<file path="src/rtl/bloons_pkg.sv">
// Shared bloon-track definitions used by the path walker, life_counter and the renderer.
package bloons_pkg;

  localparam int unsigned NUM_BLOONS = 32;
  localparam int unsigned PATH_LEN   = 640;
  localparam int unsigned POS_W      = 10;

  typedef enum logic [0:0] {IDLE, SWEEP} walker_state_t;

  typedef logic [4:0] slot_idx_t;

endpackage

</file>
<file path="src/rtl/free_slot_encoder.sv">
// Lowest-index free slot finder: priority encoder over the inverted occupancy vector.
module free_slot_encoder import bloons_pkg::*; #(
  parameter int unsigned NumSlots = NUM_BLOONS
) (
  input  logic      bloon_active [NumSlots],
  output slot_idx_t spawn_slot,
  output logic      any_free
);

  always_comb begin
    spawn_slot = '0;
    any_free   = 1'b0;
    // Walk downwards so the lowest free index is the last one written.
    for (int i = NumSlots - 1; i >= 0; i--) begin
      if (!bloon_active[i]) begin
        spawn_slot = slot_idx_t'(i);
        any_free   = 1'b1;
      end
    end
  end

endmodule

</file>
<file path="src/rtl/bloon_path_walker.sv">
// Owns the bloon slots, advances them one slot per cycle on each movement tick and
// serialises track exits into one-hot lost_life pulses.
module bloon_path_walker import bloons_pkg::*; #(
  parameter int unsigned NumSlots = NUM_BLOONS,
  parameter int unsigned PathLen  = PATH_LEN,
  parameter int unsigned PosW     = POS_W
) (
  input  logic            Clk,
  input  logic            reset,
  input  logic            move_tick,
  input  logic            spawn_valid,
  output logic            spawn_ready,
  output slot_idx_t       spawn_slot,
  input  logic            pop          [NumSlots],
  output logic            lost_life    [NumSlots],
  output logic            bloon_active [NumSlots],
  output logic [PosW-1:0] bloon_pos    [NumSlots],
  output logic            busy
);

  localparam logic [PosW-1:0] ExitPos = PosW'(PathLen - 1);
  localparam slot_idx_t       LastIdx = slot_idx_t'(NumSlots - 1);

  walker_state_t state;
  slot_idx_t     idx;
  logic          pending;
  logic          any_free;

  free_slot_encoder #(
    .NumSlots(NumSlots)
  ) u_free_slot_encoder (
    .bloon_active(bloon_active),
    .spawn_slot  (spawn_slot),
    .any_free    (any_free)
  );

  assign busy        = (state == SWEEP);
  assign spawn_ready = (state == IDLE) && !pending && any_free;

  always_ff @(posedge Clk) begin
    if (!reset) begin
      state   <= IDLE;
      idx     <= '0;
      pending <= 1'b0;
      for (int i = 0; i < NumSlots; i++) begin
        bloon_active[i] <= 1'b0;
        bloon_pos[i]    <= '0;
        lost_life[i]    <= 1'b0;
      end
    end else begin
      for (int i = 0; i < NumSlots; i++) begin
        lost_life[i] <= 1'b0;
      end

      unique case (state)
        IDLE: begin
          if (move_tick || pending) begin
            state   <= SWEEP;
            idx     <= '0;
            pending <= 1'b0;
          end
          if (spawn_valid && spawn_ready) begin
            bloon_active[spawn_slot] <= 1'b1;
            bloon_pos[spawn_slot]    <= '0;
          end
        end
        SWEEP: begin
          if (bloon_active[idx] && !pop[idx]) begin
            if (bloon_pos[idx] == ExitPos) begin
              bloon_active[idx] <= 1'b0;
              bloon_pos[idx]    <= '0;
              lost_life[idx]    <= 1'b1;
            end else begin
              bloon_pos[idx] <= bloon_pos[idx] + PosW'(1);
            end
          end
          if (idx == LastIdx) begin
            idx <= '0;
            // A held tick restarts the sweep directly; one arriving now waits in IDLE.
            if (pending) begin
              pending <= 1'b0;
            end else begin
              state   <= IDLE;
              pending <= move_tick;
            end
          end else begin
            idx <= idx + slot_idx_t'(1);
            if (move_tick) begin
              pending <= 1'b1;
            end
          end
        end
        default: state <= IDLE;
      endcase

      // Pops land last so they override both the sweep update and an exit.
      for (int i = 0; i < NumSlots; i++) begin
        if (pop[i] && bloon_active[i]) begin
          bloon_active[i] <= 1'b0;
          bloon_pos[i]    <= '0;
        end
      end
    end
  end

endmodule

</file>
<file path="config.mk">
export PLATFORM = sky130hd
export DESIGN_NAME = bloon_path_walker
export DESIGN_NICKNAME = d
export VERILOG_FILES = /design/src/rtl/bloons_pkg.sv /design/src/rtl/free_slot_encoder.sv /design/src/rtl/bloon_path_walker.sv
export SDC_FILE = /design/constraint.sdc
export NUM_CORES = 1
export LEC_CHECK = 0
export ABC_CLOCK_PERIOD_IN_PS = 4250
export BUFFER_PORTS_ARGS = -buffer_cell sky130_fd_sc_hd__clkbuf_2
export CAP_MARGIN = 20
export CORE_ASPECT_RATIO = 1.4
export CORE_MARGIN = 2
export CORE_UTILIZATION = 50
export DETAILED_ROUTE_END_ITERATION = 12
export PLACE_DENSITY_LB_ADDON = 0.25
export RECOVER_POWER = 25
export SLEW_MARGIN = 20
export SYNTH_ARGS = -nofsm -noshare
export SYNTH_HDL_FRONTEND = slang
export SYNTH_SLANG_ARGS = --single-unit
</file>
<file path="constraint.sdc">
create_clock -name Clk -period 4.25 [get_ports Clk]
set_input_delay 0.425 -clock Clk [delete_from_list [all_inputs] [get_ports Clk]]
set_output_delay 0.425 -clock Clk [all_outputs]
set_load 0.01 [all_outputs]
</file>
==> metrics.csv, run 1 <==
stage,metric,value,unit
synthesis,synth-async-reset-ratio,0,%
place,hpwl,68.1,mm
grt,grt_max_degree,44,
worst_setup_path,worst-setup-path-type,reg -> reg,
worst_setup_path,endpoint_kind,register,
synthesis,yosysSeqAreaShare,44.5,%
worst_setup_path,reg2reg_slack,0.08,ns
synthesis,yosysTopAreaCell,dfxtp_1,
place,numPortBuffers,426,
cells_and_area,final_util,63.9,%
synthesis,yosysWarnings,0,
route,wire_per_inst,32.4,µm
cells_and_area,multi_input_area,0.00927,mm²
clock_tree,cts_buffers,38,
synthesis,synth_seq_cells,391,
place,gp_congestion,1.04,
grt,overflow,0,
synthesis,ys_top_cells_by_count,"391 x dfxtp_1, 292 x a22o_1, 193 x mux2i_1",
synthesis,yosysMostFrequentCell,dfxtp_1,
floorplanning,rows,81,
run,drv_cap,0,
clock_tree,cts.clk_slew.worst_paths,0.07,ns
clock_tree,clk_latency,0.56,ns
synthesis,synth.distinct_cells,74,
synthesis,syn-num-nets,1844,
route,wl,90.6,mm
sta,slew_headroom,19.4,%
cells_and_area,syn_to_final_growth,26.3,%
outcome,status,finished clean,
synthesis,synthTopCellsByArea,"dfxtp_1 45%, a22o_1 15%, mux2i_1 11%",
grt,antenna_found_initial,0,
worst_setup_path,startpoint_type,register,
worst_hold_path,worstHoldPathType,in -> reg,
power_and_ir_drop,p_leak,8.28,nW
worst_setup_path,critPathCapture,bloon_pos[191]$_SDFFE_PP0P_,
sta,timing.final.crit_share,98.0,%
route,avgViaCountPerCell,6.84,
power_and_ir_drop,ir_drop,396,µV
synthesis,synth_area_per_cell,9.76,µm²
worst_setup_path,reg2reg_depth,12,
grt,grt_pass1_vias,18100,
route,drtIter0Drc,2299,
floorplanning,die_w,162,µm
synthesis,synth_top_area_share,44.5,%
worst_hold_path,hp-start,pop[31],
synthesis,ys.flop_type,dfxtp_1,
worst_setup_path,required,4.68,ns
grt,grt_usage,47.8,%
worst_setup_path,worstReg2RegStart,idx[1]$_SDFFE_PN0P_,
cells_and_area,seqCellArea,0.00784,mm²
worst_setup_path,crit_start,idx[1]$_SDFFE_PN0P_,
route,dr_total_vias,19100,
floorplanning,die_area,0.0367,mm²
synthesis,synth_area,0.0176,mm²
route,ant_nets,0,
route,drc,0,
cells_and_area,nets,2348,
clock_tree,h-tree-depth,2,
sta,slew_violations,0,
power_and_ir_drop,power.density,355,mW/mm²
clock_tree,cts-root-buf,clkbuf_16,
sta,whs,0.245,ns
cells_and_area,fillCellCount,3134,
sta,finClkSkew,0.0264,ns
cells_and_area,antennaDiodeCount,0,
synthesis,netlist_instances,1802,
cells_and_area,drive_gt1_share,22.0,%
route,dr.pass1.iters,6,
sta,timing.fmax,0.240,GHz
floorplanning,initial_core_util,50.6,%
sta,tightest_slew,1.20,ns
worst_setup_path,rr_endpoint,bloon_pos[191]$_SDFFE_PP0P_,
grt,grt_pass1_wl,127,mm
clock_tree,cts_tree,done,
clock_tree,ctsHoldBuffers,0,
clock_tree,clockBufferDepth,3,
floorplanning,num_io_pins,427,
floorplanning,die_y,226,µm
synthesis,synth_edf_count,0,
clock_tree,cts.sinks,391,
sta,period_needed,4.17,ns
worst_setup_path,critPathArrivalTime,4.60,ns
sta,hold_viol,0,
floorplanning,core,0.0348,mm²
sta,setup_viol,0,
worst_setup_path,cp_max_fo,40,
cell type report:
type                            instances  share of cell area, %
Clock buffer                           50                   4.85
Clock inverter                         20                   1.18
Inverter                               13                  0.220
Multi-Input combinational cell       1282                   41.7
Sequential cell                       391                   35.3
Tap cell                              456                   2.57
Timing Repair Buffer                  580                   14.2
worst min path at each step:
stage                               endpoint  slack (ns)  depth (start not counted)
6_report       bloon_active[31]$_SDFFE_PP0P_        0.25                          4
5_1_grt        bloon_active[31]$_SDFFE_PP0P_        0.23                          4
4_1_cts        bloon_active[31]$_SDFFE_PP0P_        0.22                          4
3_5_place_dp      bloon_pos[85]$_SDFFE_PP0P_        0.47                          1
3_3_place_gp      bloon_pos[68]$_SDFFE_PP0P_        0.47                          2
2_1_floorplan     bloon_pos[60]$_SDFFE_PP0P_        0.49                          2
state kept, by name, indices dropped and copies added, names as in the netlist:
register,count
lost_life,32
bloon_active,32
idx,5
pending,1
busy,1
bloon_pos,320
metrics by stage:
stage                 TNS, ns  cells  setup slack, ns  power, W  area (µm²)
detailed placement      -1.77   2719           -0.129   0.00427       21000
global placement            0   2717           0.0166   0.00427       21000
CTS                         0   2790           0.0549   0.00783       22400
global route        -0.000607   2792        -0.000607   0.00803       22200
floorplan                   0   1802            0.388   0.00404       17600
finish                      0   2792           0.0836   0.00789       22200
critical path: stages, from the launching register on:
cell	delay [ns]
dfxtp_4	0.46
buf_12	0.31
mux2i_1	0.37
o22ai_1	0.26
nor4_1	0.50
nand2_1	0.17
ha_1	0.28
nand3_1	0.30
nor3_1	0.15
buf_4	0.17
nor4_1	0.43
o32ai_4	0.30
a22o_1	0.30
layout by cell type, fill, tap and decap left out, types with 5 or more instances in the layout:
cell,instances
dfxtp_1,387
a22o_1,292
clkbuf_2,232
clkbuf_1,199
mux2i_1,192
nand2_1,166
buf_4,143
o22ai_1,99
nor2_1,87
o21ai_0,64
nor3_1,47
nand3_1,46
a21oi_1,43
clkbuf_16,39
nor4_1,26
and2_1,18
nand4_1,14
and3_1,14
inv_1,13
nor2b_1,13
o2bb2ai_1,10
buf_12,9
o21ai_1,8
clkinv_2,8
a31oi_2,7
nand4bb_1,6
o22ai_2,6
a21oi_4,6
a32o_1,6
ha_1,6
clkbuf_8,6
nand4b_1,5
nand2b_1,5
bufinv_16,5
per-layer routing:
| layer | global-route usage [%] | wire (µm) | part of all wire [%] | vias up |
|---|---|---|---|---|
| met5 | 0 | 0 | 0 | - |
| met4 | 42.9 | 10100 | 11 | 0 |
| met3 | 9.31 | 8630 | 9.5 | 465 |
| met2 | 75.0 | 40400 | 45 | 1510 |
| met1 | 55.0 | 31500 | 35 | 9181 |
| li1 | - | - | - | 7932 |
repair_timing:
action                     4_1_cts  5_1_grt
setup buffers                    1        2
resized for setup                1       10
pin swaps                        1        1
setup endpoints to repair       20      199
power by group:
group | switching, W | internal (W)
combinational | 0.000391 | 0.000169
sequential | 0.0000121 | 0.00367
clock | 0.00154 | 0.00211
total | 0.00194 | 0.00595
cell families (layout without fill, tap and decap cells):
group | count (synthesis) | count (layout) | synth area share (%)
AOI/OAI and AO/OA | 591 | 591 | 26.6
and+or+nand+nor | 485 | 485 | 13.5
DFF | 391 | 391 | 44.5
muxes | 193 | 193 | 11.0
buffers and inverters | 129 | 663 | 3.56
xor gates and xnor gates | 7 | 7 | 0.349
adders and majority gates | 6 | 6 | 0.427
(Power assumes the default switching activity.)
==> run 2: changes to the inputs <==
Settings changed: SETUP_SLACK_MARGIN set to 0.15.
==> metrics.csv, run 2 (synthesized netlist as in run 1, its figures left out) <==
stage,metric,value,unit,change
worst_setup_path,critPathCapture,bloon_pos[271]$_SDFFE_PP0P_,,
route,wire_per_inst,32.4,µm,-0.12%
place,dp_slack,-0.129,ns,unchanged
worst_setup_path,crit_start,idx[1]$_SDFFE_PN0P_,,
floorplanning,num_io_pins,427,,unchanged
floorplanning,die_w,162,µm,unchanged
grt,grt_pass1_wl,127,mm,about the same
route,dr_total_vias,19200,,+0.70%
outcome,status,finished clean,,
clock_tree,cts.clk_slew.worst_paths,0.07,ns,about the same
route,drc,0,,unchanged
cells_and_area,seqCellArea,0.00784,mm²,unchanged
sta,slew_violations,0,,unchanged
power_and_ir_drop,p_leak,8.28,nW,about the same
worst_setup_path,cp_max_fo,40,,unchanged
clock_tree,cts_tree,done,,
power_and_ir_drop,combPwrFrac,7.2,%,about the same
route,dr.pass1.iters,5,,-1
clock_tree,h-tree-depth,2,,unchanged
route,avgViaCountPerCell,6.88,,+0.67%
power_and_ir_drop,switchingPower,0.00194,W,about the same
route,drtIter0Drc,2416,,+5.1%
worst_setup_path,reg2reg_slack,0.16,ns,+0.08 ns
cells_and_area,nets,2348,,unchanged
cells_and_area,syn_to_final_growth,26.6,%,
sta,rsz0062_at_grt,false,,
floorplanning,core,0.0348,mm²,unchanged
floorplanning,rows,81,,unchanged
grt,overflow,0,,unchanged
clock_tree,clk_latency,0.56,ns,about the same
power_and_ir_drop,power.density,354,mW/mm²,-0.19%
clock_tree,ctsHoldBuffers,0,,unchanged
worst_hold_path,worstHoldPathType,in -> reg,,
clock_tree,cts-root-buf,clkbuf_16,,
sta,slew_headroom,15.5,%,-3.9 points
clock_tree,cts_buffers,38,,unchanged
cells_and_area,fillCellCount,3128,,-0.19%
cells_and_area,drive_gt1_share,22.2,%,+0.21 points
cells_and_area,largest_reg_flops,320,,unchanged
clock_tree,cts.sinks,391,,unchanged
sta,hold_viol,0,,unchanged
route,ant_nets,0,,unchanged
worst_setup_path,reg2reg_depth,10,,-2
grt,grt_usage,47.8,%,about the same
worst_setup_path,required,4.75,ns,+0.07 ns
power_and_ir_drop,ir_drop,397,µV,+0.11%
place,numPortBuffers,426,,unchanged
clock_tree,clockBufferDepth,3,,unchanged
power_and_ir_drop,pwr-share-clk,46.2,%,about the same
power_and_ir_drop,fin_total_pwr,0.00789,W,about the same
sta,finClkSkew,0.0238,ns,-0.00254 ns
sta,timing.final.crit_share,96.2,%,-1.8 points
grt,grt_pass1_vias,18200,,+0.30%
worst_setup_path,worst-setup-path-type,reg -> reg,,
run,drv_cap,0,,unchanged
worst_setup_path,critPathArrivalTime,4.59,ns,about the same
sta,setup_ws,0.161,ns,+0.0773 ns
sta,tightest_slew,1.26,ns,+0.0577 ns
cells_and_area,top_register,bloon_pos,,
grt,antenna_found_initial,2,,+2
route,wl,90.5,mm,about the same
floorplanning,die_y,226,µm,unchanged
place,gp_congestion,1.04,,unchanged
sta,period_needed,4.09,ns,-0.0773 ns
worst_setup_path,rr_endpoint,bloon_pos[271]$_SDFFE_PP0P_,,
sta,setup_viol,0,,unchanged
floorplanning,die_area,0.0367,mm²,unchanged
worst_setup_path,endpoint_kind,register,,
place,hpwl,68.1,mm,unchanged
worst_setup_path,worstReg2RegStart,idx[1]$_SDFFE_PN0P_,,
power_and_ir_drop,switching_share,24.6,%,about the same
cells_and_area,final_common_cell,dfxtp_1,,
cells_and_area,layout_common_cells,"387 x dfxtp_1, 292 x a22o_1, 231 x clkbuf_2, 200 x clkbuf_1, 190 x mux2i_1",,
cells_and_area,multi_input_area,0.00932,mm²,+0.53%
grt,grt_max_degree,44,,unchanged
power_and_ir_drop,cellInternalPower,0.00595,W,about the same
floorplanning,initial_core_util,50.6,%,unchanged
sta,timing.fmax,0.245,GHz,+1.9%
worst_setup_path,startpoint_type,register,,
cells_and_area,top_regs,"bloon_pos: 320 flops, bloon_active: 32 flops, lost_life: 32 flops",,
power_and_ir_drop,seqPwrFrac,46.6,%,about the same
-- run 2: changes by cell type in the layout (fill, tap and decap cells not counted), moves of 2 or more --
cell,previous run,this run
mux2i_2,1,3
nor4_1,26,23
nor4_2,0,3
mux2i_1,192,190
-- run 2: worst min path at each step --
| stage | slack, ns | end | depth (start not counted) | from |
|---|---|---|---|---|
| after floorplan | 0.49 | bloon_pos[60]$_SDFFE_PP0P_ | 2 | bloon_pos[60]$_SDFFE_PP0P_ |
| after global placement | 0.47 | bloon_pos[68]$_SDFFE_PP0P_ | 2 | bloon_pos[68]$_SDFFE_PP0P_ |
| after detailed placement | 0.47 | bloon_pos[85]$_SDFFE_PP0P_ | 1 | bloon_pos[85]$_SDFFE_PP0P_ |
| after CTS | 0.22 | bloon_active[31]$_SDFFE_PP0P_ | 4 | pop[31] |
| after global routing | 0.24 | bloon_active[31]$_SDFFE_PP0P_ | 4 | pop[31] |
| final | 0.24 | bloon_active[31]$_SDFFE_PP0P_ | 4 | pop[31] |
-- run 2: stage by stage --
stage	hold WS, ns	instances	area (µm²)	utilization [%]	TNS [ns]
4_1_cts	0.224	2792	22400	64.5	0
3_3_place_gp	0.466	2717	21000	60.3	0
5_1_grt	0.239	2792	22300	64.0	0
3_5_place_dp	0.475	2719	21000	60.4	-1.77
2_1_floorplan	0.491	1802	17600	-	0
6_report	0.237	2793	22300	64.0	0
-- run 2: metal layers --
layer	part of all wire (%)	track usage [%]	wire, µm
met5	0	0	0
met4	11	43.3	9910
met3	9.4	8.23	8530
met2	45	75.2	40700
met1	35	55.4	31400
-- run 2: what timing repair did --
| action | in CTS | in global routing |
|---|---|---|
| endpoints found under the setup margin | 156 | 281 |
| resized for setup | 7 | 14 |
| pin swaps | 2 | 1 |
| setup buffers | 3 | 0 |
-- run 2: critical path, cell delays in order, from the launching register on --
cell and delay, ns:
dfxtp_4 0.46, buf_12 0.31, mux2i_1 0.39, o22ai_1 0.27
nor4_2 0.44, nand2_1 0.15, ha_1 0.28, nand3_1 0.30
o31ai_4 0.18, o32ai_2 0.94, a22o_1 0.27
-- run 2: cell type report --
| class | count | area share (%) |
|---|---|---|
| antenna | 1 | 0.0112 |
| clock buffer | 50 | 4.84 |
| clock inverter | 20 | 1.17 |
| inverter | 13 | 0.219 |
| multi-input combinational | 1282 | 41.8 |
| sequential | 391 | 35.2 |
| tap | 456 | 2.56 |
| timing repair buffer | 580 | 14.2 |
-- run 2: power groups by stage --
stage	sequential (W)	combinational (W)	clock, W
2_1_floorplan	0.00376	0.000286	0
4_1_cts	0.00368	0.000529	0.00364
3_5_place_dp	0.00376	0.000512	0
3_3_place_gp	0.00376	0.000509	0
5_1_grt	0.00368	0.000574	0.00378
6_report	0.00368	0.000566	0.00365
